### config.mk
export PLATFORM = sky130hd
export DESIGN_NAME = iterate_stride
export DESIGN_NICKNAME = d
export VERILOG_FILES = /design/src/rtl/iterate_pkg.sv /design/src/rtl/iterate_slot.sv /design/src/rtl/iterate_stride.sv
export SDC_FILE = /design/constraint.sdc
export NUM_CORES = 1
export LEC_CHECK = 0
export ABC_AREA = 1
export BUFFER_PORTS_ARGS = -buffer_cell sky130_fd_sc_hd__buf_2
export CAP_MARGIN = 20
export CORE_ASPECT_RATIO = 0.8
export CORE_MARGIN = 8
export CORE_UTILIZATION = 55
export CTS_BUF_LIST = sky130_fd_sc_hd__clkbuf_8
export CTS_CLUSTER_SIZE = 8
export DETAILED_ROUTE_END_ITERATION = 8
export GPL_TIMING_DRIVEN = 0
export PLACE_DENSITY = 0.77
export SYNTH_ARGS = -nofsm -noshare
export SYNTH_HDL_FRONTEND = slang
export SYNTH_SLANG_ARGS = --single-unit
### constraint.sdc
create_clock -name clk -period 1.8 [get_ports clk]
set_input_delay 0.18 -clock clk [delete_from_list [all_inputs] [get_ports clk]]
set_output_delay 0.18 -clock clk [all_outputs]
set_load 0.01 [all_outputs]
### src/rtl/iterate_pkg.sv
// Shared types and default widths for the iterate_stride range generator.
package iterate_pkg;

  localparam int unsigned DEF_DATA_W  = 16;
  localparam int unsigned DEF_COUNT_W = 16;

  // IDLE: no beat presented; RUN: a beat is presented on the iter_* port
  typedef enum logic {
    ST_IDLE = 1'b0,
    ST_RUN  = 1'b1
  } state_t;

endpackage

### src/rtl/iterate_slot.sv
// One-entry pending register for a range command (start, count, stride).
// Stride storage exists only when ITERATE_STRIDE_SIGNED_STRIDE_EN is defined.
module iterate_slot
  import iterate_pkg::*;
#(
  parameter int unsigned DATA_W  = DEF_DATA_W,
  parameter int unsigned COUNT_W = DEF_COUNT_W
) (
  input  logic               clk,
  input  logic               rst_n,
  input  logic               in_valid,
  output logic               in_ready,
  input  logic [DATA_W-1:0]  in_start,
  input  logic [COUNT_W-1:0] in_count,
  input  logic [DATA_W-1:0]  in_stride,
  output logic               out_valid,
  input  logic               out_ready,
  output logic [DATA_W-1:0]  out_start,
  output logic [COUNT_W-1:0] out_count,
  output logic [DATA_W-1:0]  out_stride
);

  logic full_q;
  logic full_d;

  // Occupancy update: a pop empties, a push fills
  always_comb begin
    full_d = full_q;
    if (out_ready) full_d = 1'b0;
    if (in_valid && in_ready) full_d = 1'b1;
  end

  // Occupancy flag and registered ready; ready stays low while in reset
  always_ff @(posedge clk or negedge rst_n) begin
    if (!rst_n) begin
      full_q   <= 1'b0;
      in_ready <= 1'b0;
    end else begin
      full_q   <= full_d;
      in_ready <= ~full_d;
    end
  end

  // Payload capture on push
  always_ff @(posedge clk or negedge rst_n) begin
    if (!rst_n) begin
      out_start <= '0;
      out_count <= '0;
    end else if (in_valid && in_ready) begin
      out_start <= in_start;
      out_count <= in_count;
    end
  end

`ifdef ITERATE_STRIDE_SIGNED_STRIDE_EN
  // Stride capture on push
  always_ff @(posedge clk or negedge rst_n) begin
    if (!rst_n) begin
      out_stride <= '0;
    end else if (in_valid && in_ready) begin
      out_stride <= in_stride;
    end
  end
`else
  logic unused_stride;
  assign unused_stride = ^in_stride;
  assign out_stride    = '0;
`endif

  assign out_valid = full_q;

endmodule

### src/rtl/iterate_stride.sv
// Range-to-beat generator: emits start + k*stride for k = 0..count-1 with
// first/last markers, one pending range queued behind the active one.
// Macro ITERATE_STRIDE_SIGNED_STRIDE_EN enables the programmable stride;
// without it the stride is fixed at 1 and range_stride is ignored.
module iterate_stride
  import iterate_pkg::*;
#(
  parameter int unsigned DATA_W  = DEF_DATA_W,
  parameter int unsigned COUNT_W = DEF_COUNT_W
) (
  input  logic               clk,
  input  logic               rst_n,
  input  logic               range_valid,
  output logic               range_ready,
  input  logic [DATA_W-1:0]  range_start,
  input  logic [COUNT_W-1:0] range_count,
  input  logic [DATA_W-1:0]  range_stride,
  output logic               iter_valid,
  input  logic               iter_ready,
  output logic [DATA_W-1:0]  iter_data,
  output logic               iter_first,
  output logic               iter_last
);

  state_t             state_q, state_d;
  logic [COUNT_W-1:0] rem_q, rem_d;
  logic [DATA_W-1:0]  data_d;
  logic               first_d, last_d, valid_d;
  logic [DATA_W-1:0]  stride_eff;

  logic               slot_valid;
  logic [DATA_W-1:0]  slot_start;
  logic [COUNT_W-1:0] slot_count;
  logic [DATA_W-1:0]  slot_stride;

  logic beat_xfer, last_xfer, range_live, load_direct, load_slot, slot_push;

  assign beat_xfer  = iter_valid & iter_ready;
  assign last_xfer  = beat_xfer & iter_last;
  assign range_live = range_valid & range_ready & (range_count != '0);
  // A range accepted while the active one finishes (slot empty) starts directly
  assign load_direct = range_live & ((state_q == ST_IDLE) | last_xfer);
  assign slot_push   = range_live & (state_q == ST_RUN) & ~last_xfer;
  assign load_slot   = last_xfer & slot_valid;

  iterate_slot #(
    .DATA_W (DATA_W),
    .COUNT_W(COUNT_W)
  ) u_slot (
    .clk       (clk),
    .rst_n     (rst_n),
    .in_valid  (slot_push),
    .in_ready  (range_ready),
    .in_start  (range_start),
    .in_count  (range_count),
    .in_stride (range_stride),
    .out_valid (slot_valid),
    .out_ready (load_slot),
    .out_start (slot_start),
    .out_count (slot_count),
    .out_stride(slot_stride)
  );

`ifdef ITERATE_STRIDE_SIGNED_STRIDE_EN
  logic [DATA_W-1:0] stride_q, stride_d;
  assign stride_eff = stride_q;
`else
  logic unused_slot_stride;
  assign unused_slot_stride = ^slot_stride;
  assign stride_eff         = DATA_W'(1);
`endif

  // State register
  always_ff @(posedge clk or negedge rst_n) begin
    if (!rst_n) state_q <= ST_IDLE;
    else        state_q <= state_d;
  end

  // Next-state logic
  always_comb begin
    state_d = state_q;
    case (state_q)
      ST_IDLE: if (load_direct) state_d = ST_RUN;
      ST_RUN:  if (last_xfer && !load_slot && !load_direct) state_d = ST_IDLE;
      default: state_d = ST_IDLE;
    endcase
  end

  // Next beat: load a new range, advance, or retire the last beat
  always_comb begin
    data_d  = iter_data;
    rem_d   = rem_q;
    first_d = iter_first;
    last_d  = iter_last;
    valid_d = (state_d == ST_RUN);
`ifdef ITERATE_STRIDE_SIGNED_STRIDE_EN
    stride_d = stride_q;
`endif
    if (load_direct) begin
      data_d  = range_start;
      rem_d   = range_count - COUNT_W'(1);
      first_d = 1'b1;
      last_d  = (range_count == COUNT_W'(1));
`ifdef ITERATE_STRIDE_SIGNED_STRIDE_EN
      stride_d = range_stride;
`endif
    end else if (load_slot) begin
      data_d  = slot_start;
      rem_d   = slot_count - COUNT_W'(1);
      first_d = 1'b1;
      last_d  = (slot_count == COUNT_W'(1));
`ifdef ITERATE_STRIDE_SIGNED_STRIDE_EN
      stride_d = slot_stride;
`endif
    end else if (last_xfer) begin
      first_d = 1'b0;
      last_d  = 1'b0;
    end else if (beat_xfer) begin
      data_d  = iter_data + stride_eff;
      rem_d   = rem_q - COUNT_W'(1);
      first_d = 1'b0;
      last_d  = (rem_q == COUNT_W'(1));
    end
  end

  // Registered beat outputs and remaining-beat counter
  always_ff @(posedge clk or negedge rst_n) begin
    if (!rst_n) begin
      iter_valid <= 1'b0;
      iter_data  <= '0;
      iter_first <= 1'b0;
      iter_last  <= 1'b0;
      rem_q      <= '0;
    end else begin
      iter_valid <= valid_d;
      iter_data  <= data_d;
      iter_first <= first_d;
      iter_last  <= last_d;
      rem_q      <= rem_d;
    end
  end

`ifdef ITERATE_STRIDE_SIGNED_STRIDE_EN
  // Active stride register
  always_ff @(posedge clk or negedge rst_n) begin
    if (!rst_n) stride_q <= '0;
    else        stride_q <= stride_d;
  end
`endif

endmodule
; Word-level counts from Yosys, hierarchy flattened
; Cells that the tools add are included.
[word_totals]
reg_bits = 69
latch_bits = 0
mem_bits_rw = 0
rom_bits = 0
in_bits = 52
mem_count = 0
[classes]
add_sub_neg = 4
n_mul = 0
n_div = 0
magnitude_cmp = 0
n_eq_ne = 4
shift = 0
mux = 21
bitwise = 12
reduce_logical = 9
[ops]
columns = operator, n
row1 = 16-bit 2-to-1 mux, 8
row2 = 16-bit by 1-bit == test with 1-bit output (second input constant), 3
row3 = 16-bit by 1-bit subtractor with 16-bit output (second input constant), 3
row4 = 16-bit by 1-bit adder with 16-bit output (second input constant), 1
row5 = 16-bit nonzero test, 1
row6 = 1-bit 2-to-1 mux, 12
row7 = 1-bit AND, 8
row8 = 4-bit nonzero test, 1
row9 = 1-bit logical AND, 3
row10 = 3-bit by 1-bit != test with 1-bit output (second input constant), 1
row11 = 1-bit inverter, 3
row12 = 3-bit nonzero test, 1
row13 = 1-bit zero test, 2
row14 = 1-bit one-hot mux with 2 select lines, 1
row15 = 2-bit AND reduction, 1
row16 = 1-bit OR, 1

; Longest topological paths before layout
[logic_depth]
word_depth = 8
mapped_depth = 13
mapped_depth_nobuf = 12

; Cells and area by module
; A second synthesis with hierarchy kept.
[unflattened]
cells_unflattened = 797
area_unflattened_um2 = 5132.4
[modules_own_cells]
columns = module, instances, cells_per_inst, area_per_inst_um2, seq_area_each_um2
row1 = iterate_stride, 1, 633, 3585.9, 875.8
row2 = iterate_slot, 1, 164, 1546.5, 850.8

; Worst setup path before layout
; OpenSTA, ideal clock, no wires.
[synth_timing]
kind = register to register
from = reg iter_valid
to = reg iter_data[12]
setup_time_ps = 117
arrival_ps = 1435
required_ps = 1683
setup_slack_ps = 248
path_stages_with_launch = 10
cell_sequence = dfrtp_1 -> nand2_1 -> nor2_2 -> nor2_1 -> inv_2 -> nand3_4 -> buf_4 -> or2_2 -> nand3_1 -> nand2_1
[synth_between]
elab_chain_cells = 6
elab_cells_between_ends = 11
cone_classes = eq/ne: 1 / mux: 2 / bitwise: 6 / reduce/logical: 2
[synth_lines]
columns = item, line
row1 = from (decl), iterate_stride.sv:18  ; output logic iter_valid,
row2 = from (signal assigned), iterate_stride.sv:135  ; iter_valid <= valid_d;
row3 = 1-bit AND, iterate_stride.sv:38  ; assign beat_xfer = iter_valid & iter_ready;
row4 = 1-bit AND, iterate_stride.sv:39  ; assign last_xfer = beat_xfer & iter_last;
row5 = 1-bit OR, iterate_stride.sv:42  ; assign load_direct = range_live & ((state_q == ST_IDLE) | last_xfer);
row6 = 1-bit AND, iterate_stride.sv:42
row7 = 3-bit by 1-bit != test with 1-bit output (no line) / 3-bit nonzero test (equally long branches), n/a
row8 = 2-bit AND reduction (no line), n/a
row9 = to (signal assigned), iterate_stride.sv:136  ; iter_data <= data_d;
row10 = to (decl), iterate_stride.sv:20  ; output logic [DATA_W-1:0] iter_data,
; Several ways; a longest one is shown, not always the timed one.
; A chain may end at the register's enable or synchronous reset.

; Final worst setup path
[layout_timing]
from = reg rem_q[0]
to = reg rem_q[4]
[layout_between]
elab_chain_cells = 5
[layout_lines]
columns = item, line
row1 = from (decl), iterate_stride.sv:26  ; logic [COUNT_W-1:0] rem_q, rem_d;
row2 = from (signal assigned), iterate_stride.sv:139  ; rem_q <= rem_d;
row3 = 16-bit by 1-bit subtractor with 16-bit output, iterate_stride.sv:120  ; rem_d = rem_q - COUNT_W'(1);
row4 = 16-bit 2-to-1 mux, iterate_stride.sv:118  ; end else if (beat_xfer) begin
row5 = 16-bit 2-to-1 mux, iterate_stride.sv:115  ; end else if (last_xfer) begin
row6 = 16-bit 2-to-1 mux, iterate_stride.sv:107  ; end else if (load_slot) begin
row7 = 16-bit 2-to-1 mux, iterate_stride.sv:99  ; if (load_direct) begin
; Every way passes these cells. The select of a mux whose other input is x is not followed.

==> impl_results.rst <==
.. list-table::
   :header-rows: 1

   * - Metric
     - Value
   * - Normalized max-slew margin
     - 0.391
   * - Final-stage net count
     - 915
   * - Number of H-tree levels
     - 3
   * - Routed vias
     - 5321
   * - Pre-CTS WS
     - -0.213 ns
   * - Num Clock Sinks
     - 69
   * - Seq/Total Area, Yosys
     - 0.349
   * - Count of antenna-violating nets left after detailed routing
     - 0
   * - GRT Util Overall
     - 0.259
   * - Largest net degree at the start of global routing
     - 70
   * - Remaining global-route overflow
     - 0
   * - Static Leak
     - 2.97 nW
   * - Worst path slowest cell
     - sky130_fd_sc_hd__dfrtp_1
   * - Minimum clock period after layout
     - 1.72 ns
   * - Die W
     - 122 um
   * - Fmax
     - 582 MHz
   * - Floorplan row count
     - 31
   * - Worst-path clk slew
     - 0.09 ns
   * - Fin Clk Skew
     - between 0.015 and 0.02 ns
   * - Yosys synthesis warning count
     - 0
   * - Number of register bits inferred by synthesis
     - just under 70
   * - Crit path cell chain
     - inv_1 -> ha_1 -> inv_1 -> nor2_4 -> nor2_1 -> o21ai_1 -> o21ai_0 -> nand2_1 -> nand2_1 -> nand2_1 -> nand2_1
   * - Number of synthesized flops with an enable pin
     - 0
   * - Total half-perimeter wirelength after legalization and detailed placement
     - 11.9 mm
   * - Final standard cell utilization of the core
     - 0.636
   * - Transition time at the pin with the least slew margin
     - 0.914 ns
   * - Gp weighted congestion
     - around 0.95
   * - Max-slew violation total from the final report
     - 0
   * - Final instance area
     - 5650 um2
   * - Hold Path Origin
     - range_start[1]
   * - First-pass GRT wire length
     - 24.7 mm
   * - Worst hold-check slack
     - about 0.04 ns
   * - Fraction of layout instances using a drive strength above 1
     - 0.148
   * - Maximum root-to-sink buffer count
     - 2
   * - Total wirelength of the detailed-routed design
     - 15.7 mm
   * - Register-to-Register Path Depth
     - 11
   * - Placed Cells
     - about 960
   * - Number of max-cap violations
     - 0
   * - Most numerous cell on the critical path
     - sky130_fd_sc_hd__nand2_1
   * - Overall die area
     - ~12000 um2
   * - Setup TNS
     - 0 ns
   * - Routed length per placed instance
     - ~16 um
   * - Layout Cells excl Fill
     - 976
   * - Maximum fanout along the worst path
     - 5
   * - Number of cells traversed by the worst hold path
     - 3
   * - Drt drc
     - 0
   * - Number of antenna repair diodes
     - 0
   * - Worst path buffer plus inverter count
     - 2
   * - Placeable core region
     - 8880 um2
   * - Worst Path Class, Setup
     - reg -> reg
   * - Total standard cell area after synthesis
     - 4950 um2
   * - Sum of internal, switching and leakage power
     - 6.21 mW
   * - Floorplan die height
     - 101 um
   * - Delay of the slowest cell on the worst path
     - 0.42 ns
   * - Worst skew pair latency
     - between 0.3 and 0.4 ns
   * - Cell at the root of the clock tree
     - sky130_fd_sc_hd__clkbuf_8
   * - Setup crit start
     - rem_q[0]$_DFFE_PN0P_
   * - Worst endpoint required time
     - 2.05 ns
   * - Port Buffer Count
     - 55
   * - Ports placed on the boundary
     - 72
   * - Worst vdd rail ir drop
     - 705 uV
   * - Fraction of the cycle the final worst path needs
     - 0.955
   * - Initial cell density of the core
     - 0.557
   * - CP arrival
     - 1.97 ns
   * - Critical Path Stages
     - 11
   * - Vias per std cell
     - 5.45
   * - CTS tree
     - done
   * - Power per cell area
     - ~1100 nW/um2
   * - Number of detailed-route iterations in the first pass
     - 5
   * - Worst-case setup margin in the final layout
     - 0.0811 ns
   * - Setup violators final
     - 0
   * - Count of distinct cell types in the synthesized netlist
     - 31
   * - Drt first-iter violations
     - 585
   * - Cts bufs inserted
     - 9
   * - Post-synthesis area per instance
     - ~6.3 um2
   * - Flip-flop cell with the highest count after synthesis
     - sky130_fd_sc_hd__dfrtp_1
   * - Origin of the critical flop-to-flop path
     - rem_q[0]$_DFFE_PN0P_
   * - Number of global-route vias before repair
     - 4877
   * - P&R area growth vs syn
     - 14.2%
   * - Element type at the critical path end
     - flop
   * - Final Hold Viols
     - 0
   * - Number of nets in the synthesized netlist
     - 846
   * - Cell family with the largest share of critical-path delay
     - simple AND/OR/NAND/NOR gates
   * - Kind of launch point of the worst setup path
     - flop
   * - Filler Cells Inserted
     - 860
   * - Status
     - completed
   * - Synthesized netlist cell count
     - 787
   * - Type of the worst min-delay path
     - in -> reg
   * - Placed cell areas
     - about 5400 um2
   * - Antenna violations before repair
     - 0
   * - Post-synthesis async set-or-reset flop share
     - 1.00
final timing paths:
path                                                     to  slack, ns
max                                    rem_q[4]$_DFFE_PN0P_       0.08
min                         u_slot.out_start[1]$_DFFE_PN0P_       0.04
max reg2reg                            rem_q[4]$_DFFE_PN0P_       0.08
min reg2reg                u_slot.out_start[13]$_DFFE_PN0P_       0.47
max in group asynchronous  u_slot.out_count[10]$_DFFE_PN0P_       0.70
min in group asynchronous             rem_q[10]$_DFFE_PN0P_       0.48
timing repair:
action	4_1_cts	5_1_grt
gates resized for setup	11	19
pin swaps	0	2
endpoints found under the hold margin	69	0
hold buffers	1	0
setup endpoints to repair	27	48
buffers inserted	0	2
worst min-delay path, cell delays in order:
cell	delay, ns
sky130_fd_sc_hd__buf_2	0.09
sky130_fd_sc_hd__nand2_1	0.04
sky130_fd_sc_hd__o21ai_0	0.06
cells in the final DEF (no fill, tap or decap), types with 6 or more instances in the layout:
master,count
sky130_fd_sc_hd__buf_6,9
sky130_fd_sc_hd__dfrtp_1,69
sky130_fd_sc_hd__o21ai_0,41
sky130_fd_sc_hd__ha_1,7
sky130_fd_sc_hd__nor2_2,7
sky130_fd_sc_hd__nor2_4,6
sky130_fd_sc_hd__xor2_1,13
sky130_fd_sc_hd__inv_1,81
sky130_fd_sc_hd__buf_4,9
sky130_fd_sc_hd__nor2_1,100
sky130_fd_sc_hd__clkbuf_8,9
sky130_fd_sc_hd__nand3_1,76
sky130_fd_sc_hd__nand4_1,6
sky130_fd_sc_hd__o21ai_1,18
sky130_fd_sc_hd__nand2_1,303
sky130_fd_sc_hd__buf_2,57
registers in the layout (all words and copies together) (netlist names):
register and cells:
u_slot.out_count 16, iter_last 1, iter_first 1, iter_data 16
u_slot.out_start 16, rem_q 16, u_slot.in_ready 1, iter_valid 1
u_slot.out_valid 1
per-layer routing:
metal / up-vias / part of all wire / global-route usage
met5: - / 0 / 0
met4: 0 / 0.0091 / 0.0617
met3: 14 / 0.094 / 0.0599
met2: 250 / 0.43 / 0.374
met1: 2475 / 0.47 / 0.380
li1: 2582 / - / -
report_power, final:
| part | total [mW] | internal (mW) | leakage, nW | switching (mW) |
|---|---|---|---|---|
| registers | 2.61 | 2.10 | 0.811 | 0.512 |
| logic | 2.32 | 0.865 | 2.07 | 1.45 |
| clock network | 1.28 | 0.632 | 0.0964 | 0.645 |
| total | 6.21 | 3.60 | 2.97 | 2.61 |
area by class of cell:
type | count | area [um2] | area share
repair buffers | 58 | 303 | 0.0536
clock inverters | 7 | 67.6 | 0.0120
clock buffers | 9 | 124 | 0.0219
flip-flops and latches | 69 | 1730 | 0.306
multi-input cells | 609 | 2770 | 0.489
inverters | 84 | 318 | 0.0562
plain buffers | 25 | 204 | 0.0361
well taps | 115 | 144 | 0.0255
synth_stat cells (5+ instances only):
cell	n	area [um2]
sky130_fd_sc_hd__buf_2	8	40.0
sky130_fd_sc_hd__buf_6	9	101
sky130_fd_sc_hd__dfrtp_1	69	1730
sky130_fd_sc_hd__ha_1	7	87.6
sky130_fd_sc_hd__inv_1	80	300
sky130_fd_sc_hd__nand2_1	305	1140
sky130_fd_sc_hd__nand3_1	76	380
sky130_fd_sc_hd__nand3b_1	5	37.5
sky130_fd_sc_hd__nand4_1	6	37.5
sky130_fd_sc_hd__nor2_1	106	398
sky130_fd_sc_hd__nor2_2	5	31.3
sky130_fd_sc_hd__o21ai_0	46	230
sky130_fd_sc_hd__o21ai_1	14	70.1
sky130_fd_sc_hd__xor2_1	13	114
cells by family (layout without fill, tap and decap cells):
kind of cell | count (synthesis) | in the layout | share of synthesized area
AOI/OAI and AO/OA | 70 | 70 | 0.0741
xor gates and xnor gates | 14 | 14 | 0.0248
adders and majority gates | 7 | 7 | 0.0177
buffers and inverters | 109 | 183 | 0.101
DFF | 69 | 69 | 0.349
and+or+nand+nor | 518 | 518 | 0.433
(Power assumes the default switching activity.)
